$ cat config.mk
export PLATFORM = sky130hd
export DESIGN_NAME = stage_sequencer
export DESIGN_NICKNAME = d
export VERILOG_FILES = /design/src/rtl/stage_sequencer.sv
export SDC_FILE = /design/constraint.sdc
export NUM_CORES = 1
export LEC_CHECK = 0
export CAP_MARGIN = 40
export CORE_ASPECT_RATIO = 1.1
export CORE_UTILIZATION = 44
export DETAILED_ROUTE_END_ITERATION = 8
export GPL_ROUTABILITY_DRIVEN = 0
export PLACE_DENSITY_LB_ADDON = 0.25
export SYNTH_ARGS = -nofsm -noshare
export SYNTH_HDL_FRONTEND = slang
export SYNTH_SLANG_ARGS = --single-unit
$ cat constraint.sdc
create_clock -name Clock -period 1.6 [get_ports Clock]
set_input_delay 0.16 -clock Clock [delete_from_list [all_inputs] [get_ports Clock]]
set_output_delay 0.16 -clock Clock [all_outputs]
set_load 0.1 [all_outputs]
$ cat src/rtl/stage_sequencer.sv
`default_nettype none
// ============================================================================
//  Module   : stage_sequencer
//  Purpose  : Generates the 3-bit stage code for the multicycle datapath.
//             Encodings: 0 = idle/halted, 1 = Fetch, 2 = Decode,
//             3 = Execute, 4 = Memory, 5 = Write Back.
//             The sequencer advances one stage per clock. It stretches the
//             Memory stage until memory signals ready, or until a timeout
//             expires. It also supports a global stall and a halt that takes
//             effect at an instruction boundary, and it counts retired
//             instructions.
//  Ports    : Clock        - system clock, rising edge
//             Reset        - synchronous, active-high
//             Run          - fetch the next instruction when idle / after WB
//             Stall        - hold all sequencing state this cycle
//             Halt_Req     - request a stop at the next instruction boundary
//             Mem_Access   - current instruction uses memory in stage 4
//             Mem_Ready    - memory completed its access this cycle
//             Stage        - current stage code (0..5)
//             Instr_Done   - one-cycle pulse on the cycle Stage leaves 5
//             Instr_Count  - retired-instruction count (wraps)
//             Mem_Timeout  - sticky flag: the Memory stage waited too long
//             Halted       - high while in the terminal halted state
//  Revision : 1.0 - initial release
// ============================================================================
module stage_sequencer #(
    parameter int MEM_WAIT_MAX = 8,
    parameter int COUNT_W      = 16
) (
    input  logic               Clock,
    input  logic               Reset,
    input  logic               Run,
    input  logic               Stall,
    input  logic               Halt_Req,
    input  logic               Mem_Access,
    input  logic               Mem_Ready,
    output logic [2:0]         Stage,
    output logic               Instr_Done,
    output logic [COUNT_W-1:0] Instr_Count,
    output logic               Mem_Timeout,
    output logic               Halted
);

    // Wait counter is wide enough to hold MEM_WAIT_MAX-1 (minimum 1 bit).
    localparam int                WAIT_W      = (MEM_WAIT_MAX > 1) ? $clog2(MEM_WAIT_MAX) : 1;
    localparam logic [WAIT_W-1:0] C_WAIT_LAST = WAIT_W'(MEM_WAIT_MAX - 1);

    localparam logic [2:0] C_ST_IDLE = 3'd0;
    localparam logic [2:0] C_ST_F    = 3'd1;
    localparam logic [2:0] C_ST_D    = 3'd2;
    localparam logic [2:0] C_ST_E    = 3'd3;
    localparam logic [2:0] C_ST_M    = 3'd4;
    localparam logic [2:0] C_ST_W    = 3'd5;

    // HALTED is encoded as stage code 0 with r_halted_q set. This keeps the
    // Stage output a direct copy of the state register.
    logic [2:0]         r_stage_q,    w_stage_d;
    logic               r_halted_q,   w_halted_d;
    logic               r_halt_lat_q, w_halt_lat_d;
    logic [WAIT_W-1:0]  r_wait_q,     w_wait_d;
    logic [COUNT_W-1:0] r_count_q,    w_count_d;
    logic               r_timeout_q,  w_timeout_d;
    logic               w_retire;

    always_comb begin
        w_stage_d    = r_stage_q;
        w_halted_d   = r_halted_q;
        w_wait_d     = r_wait_q;
        w_count_d    = r_count_q;
        w_timeout_d  = r_timeout_q;
        w_retire     = 1'b0;
        // A halt request is captured even while stalled, so it is never lost.
        w_halt_lat_d = r_halt_lat_q | Halt_Req;

        if (!Stall && !r_halted_q) begin
            case (r_stage_q)
                C_ST_IDLE: begin
                    if (r_halt_lat_q) begin
                        w_halted_d = 1'b1;
                    end else if (Run) begin
                        w_stage_d = C_ST_F;
                    end
                end
                C_ST_F: w_stage_d = C_ST_D;
                C_ST_D: w_stage_d = C_ST_E;
                C_ST_E: w_stage_d = C_ST_M;
                C_ST_M: begin
                    if (!Mem_Access || Mem_Ready) begin
                        w_stage_d = C_ST_W;
                        w_wait_d  = '0;
                    end else if (r_wait_q == C_WAIT_LAST) begin
                        // Give up waiting: flag the timeout and retire anyway.
                        w_stage_d   = C_ST_W;
                        w_wait_d    = '0;
                        w_timeout_d = 1'b1;
                    end else begin
                        w_wait_d = r_wait_q + 1'b1;
                    end
                end
                C_ST_W: begin
                    w_retire  = 1'b1;
                    w_count_d = r_count_q + 1'b1;
                    if (r_halt_lat_q) begin
                        w_stage_d  = C_ST_IDLE;
                        w_halted_d = 1'b1;
                    end else if (Run) begin
                        w_stage_d = C_ST_F;
                    end else begin
                        w_stage_d = C_ST_IDLE;
                    end
                end
                default: begin
                    // Codes 6 and 7 are unreachable; recover to idle.
                    w_stage_d = C_ST_IDLE;
                    w_wait_d  = '0;
                end
            endcase
        end
    end

    always_ff @(posedge Clock) begin
        if (Reset) begin
            r_stage_q    <= C_ST_IDLE;
            r_halted_q   <= 1'b0;
            r_halt_lat_q <= 1'b0;
            r_wait_q     <= '0;
            r_count_q    <= '0;
            r_timeout_q  <= 1'b0;
        end else begin
            r_stage_q    <= w_stage_d;
            r_halted_q   <= w_halted_d;
            r_halt_lat_q <= w_halt_lat_d;
            r_wait_q     <= w_wait_d;
            r_count_q    <= w_count_d;
            r_timeout_q  <= w_timeout_d;
        end
    end

    assign Stage       = r_stage_q;
    assign Halted      = r_halted_q;
    assign Instr_Count = r_count_q;
    assign Mem_Timeout = r_timeout_q;
    // Instr_Done must coincide with the last Write Back cycle. Whether that
    // cycle is the last depends on this cycle's Stall and Reset, so the pulse
    // is decoded rather than registered.
    assign Instr_Done  = w_retire & ~Reset;

endmodule
`default_nettype wire
==> run metrics <==
initial core utilization=between 40% and 50%; Peak VDD IR=~0.00065 V; IO Pins=29; max incr delay on CP=~0.48 ns; most frequent cells in the layout=buf_12 (22), buf_4 (22), nor2_1 (20); Worst-path clk slew=around 0.15 ns; IO buf count=28; Critical Path AT=1.82 ns; Leakage=0.0007928 uW; Clk Latency, worst-skew pair=~0.34 ns; worst-path fanout max=4; Setup Slack @ Placement=-0.2245 ns; vias in the first global route=1,151; syn avg cell area=slightly below 9 sq um; Worst slew margin=~73%; TNS Setup=0 ns; worst path cell trace=and4b_2, nand3_4, or4_1, a21oi_1; Yosys cell types=38; Least-Margin Pin Slew=around 0.4 ns; period utilization=a little over nine tenths; largest net degree at the start of global routing=16; Die ar.=2978 sq um; Syn Nets=146; Total GRT Usage=around 23%; WL final=slightly above 3000 um; post-DP HPWL=about 2200 um; initial antenna violation count=0; Core Rows=19; final worst slack=a little over 0.05 ns; Seq/Total Area, Yosys=between 40% and 50%; Wirelength per Cell=between 10 and 15 um; Main synth FF type=dfxtp_1; Data required, critical path=1.87 ns; Mapped Area=approximately 1200 sq um; via/cell ratio=between 5 and 6; slowest CP cell=or4_1; Tot Pwr=1069 uW; ANT cells=0; fmax=between 600 and 700 MHz; Vias=about 1,100; P per Cell Area=~530 nW/um^2; CP Class=flop to flop; Sink Count=25; Final setup viols=0; Antenna Nets Post-Route=0; Total Nets Final=196; post-route minimum period=roughly 1.5 ns; H-tree levels=1; Num CTS Buffers=3; status=finished clean; DRC viols=0; clk_skew=around 0.016 ns; register bit total from synthesis=25; drt first pass iters=4; layout cells sized above 1=between 40 and 50%; clk buf depth=2; global-route wire length before repair=about 5100 um; hold bufs inserted after CTS=0; CP endpoint kind=flop; RSZ-0062 raised after global routing=yes; Hold Vio Cnt, Final=0; clk root buf=clkbuf_4; crit path launch type=flop; EDFF count, synth=0; overall die width=around 52 um; CTS tree=yes; Layout area overhead=66.15%; Cells after Synth=136; Placeable Area=roughly 2600 sq um; Slew Limit Fails=0; hold slack=approximately 0.38 ns; Die Y=roughly 57 um; Iteration-0 DRC Markers=16; grt ovf=0; Post-synth ARST share=0%; Max Cap Viol=0; placed cells=~200; synth warn=0; non-filler instance count after layout=roughly 220; worst hold path class=input port to flop
## metrics by stage
stage	util [%]	cell area, sq um
detailed placement	73.83	1896
global placement	73.83	1896
finish	78.70	2021
global route	78.70	2021
CTS	76.95	1976
floorplan	-	1296
## cells in the mapped netlist, drive strengths merged (2+ instances only)
cell,n,area (sq um)
a21oi,7,35.03
a22oi,4,30.03
and2,3,18.77
and3,3,18.77
buf,5,40.04
clkbuf,3,11.26
dfxtp,25,500.5
ha,3,37.54
inv,3,11.26
nand2,7,26.28
nand3,5,37.54
nand4,7,50.05
nor2,21,78.83
nor2b,2,12.51
nor3,2,10.01
nor3b,2,31.28
o21ai,4,20.02
o31ai,3,22.52
or3,2,12.51
or4,4,30.03
xnor2,2,17.52
xor2,8,70.07
## flip-flops by register name, indices dropped and copies added (netlist names)
signal        flops
Halted            1
Instr_Count      16
Mem_Timeout       1
Stage             3
r_halt_lat_q      1
r_wait_q          3
## repair_timing
item / in CTS / in global routing
endpoints found under the setup margin: 2 / 5
pin swaps: 1 / 2
gates resized for setup: 7 / 4
buffers inserted: 3 / 6
## kinds of logic (layout without fill, tap and decap cells)
logic type,count (synthesis),count (layout),synth area share [%]
XOR/XNOR,10,10,7.202
adder cells (fa/ha/maj),3,3,3.087
buffers and inverters,11,60,5.144
AND/OR/NAND/NOR,63,63,30.45
AO/OA/AOI/OAI,24,24,12.96
flip-flops,25,25,41.15
## where the power goes
part           total, uW  switching, uW  leakage [uW]  internal (uW)
Sequential           619           5.85      0.000214            613
Combinational        144           79.4      0.000565           64.3
Clock                306            210     0.0000139           96.1
Total               1070            296      0.000793            773
## routing by layer
| layer | GRT usage, % | share of wire (%) | vias to the layer above |
|---|---|---|---|
| met2 | 41.58 | 55 | 19 |
| met5 | 0 | 0 | - |
| li1 | - | - | 589 |
| met1 | 26.07 | 41 | 533 |
| met3 | 2.400 | 2.0 | 4 |
| met4 | 11.58 | 2.2 | 0 |
## worst max-delay path: cells and delay by family, from the launching register on
kind               cells  cell delay [ns]
and+or+nand+nor        3             0.93
DFF                    1             0.38
AOI/OAI and AO/OA      1             0.16
## cell type report
| class | instances | area [sq um] |
|---|---|---|
| fillers | 164 | 546.8 |
| well taps | 31 | 38.79 |
| inverters | 3 | 11.26 |
| clock buffers | 3 | 22.52 |
| multi-input cells | 100 | 684.4 |
| repair buffers | 53 | 706.9 |
| clock inverters | 1 | 7.507 |
| flip-flops and latches | 25 | 549.3 |
## worst paths after layout
check / from / end / slack (ns) / cells past startpoint
min reg2reg: r_halt_lat_q$_SDFF_PP0_ / r_halt_lat_q$_SDFF_PP0_ / 0.52 / 2
max: Stage[1]$_SDFFE_PP0P_ / Instr_Count[14]$_SDFFE_PP0P_ / 0.05 / 4
max reg2reg: Stage[1]$_SDFFE_PP0P_ / Instr_Count[14]$_SDFFE_PP0P_ / 0.05 / 4
min: Halt_Req / r_halt_lat_q$_SDFF_PP0_ / 0.38 / 3
No activity file was read; power rests on OpenSTA's default activity.
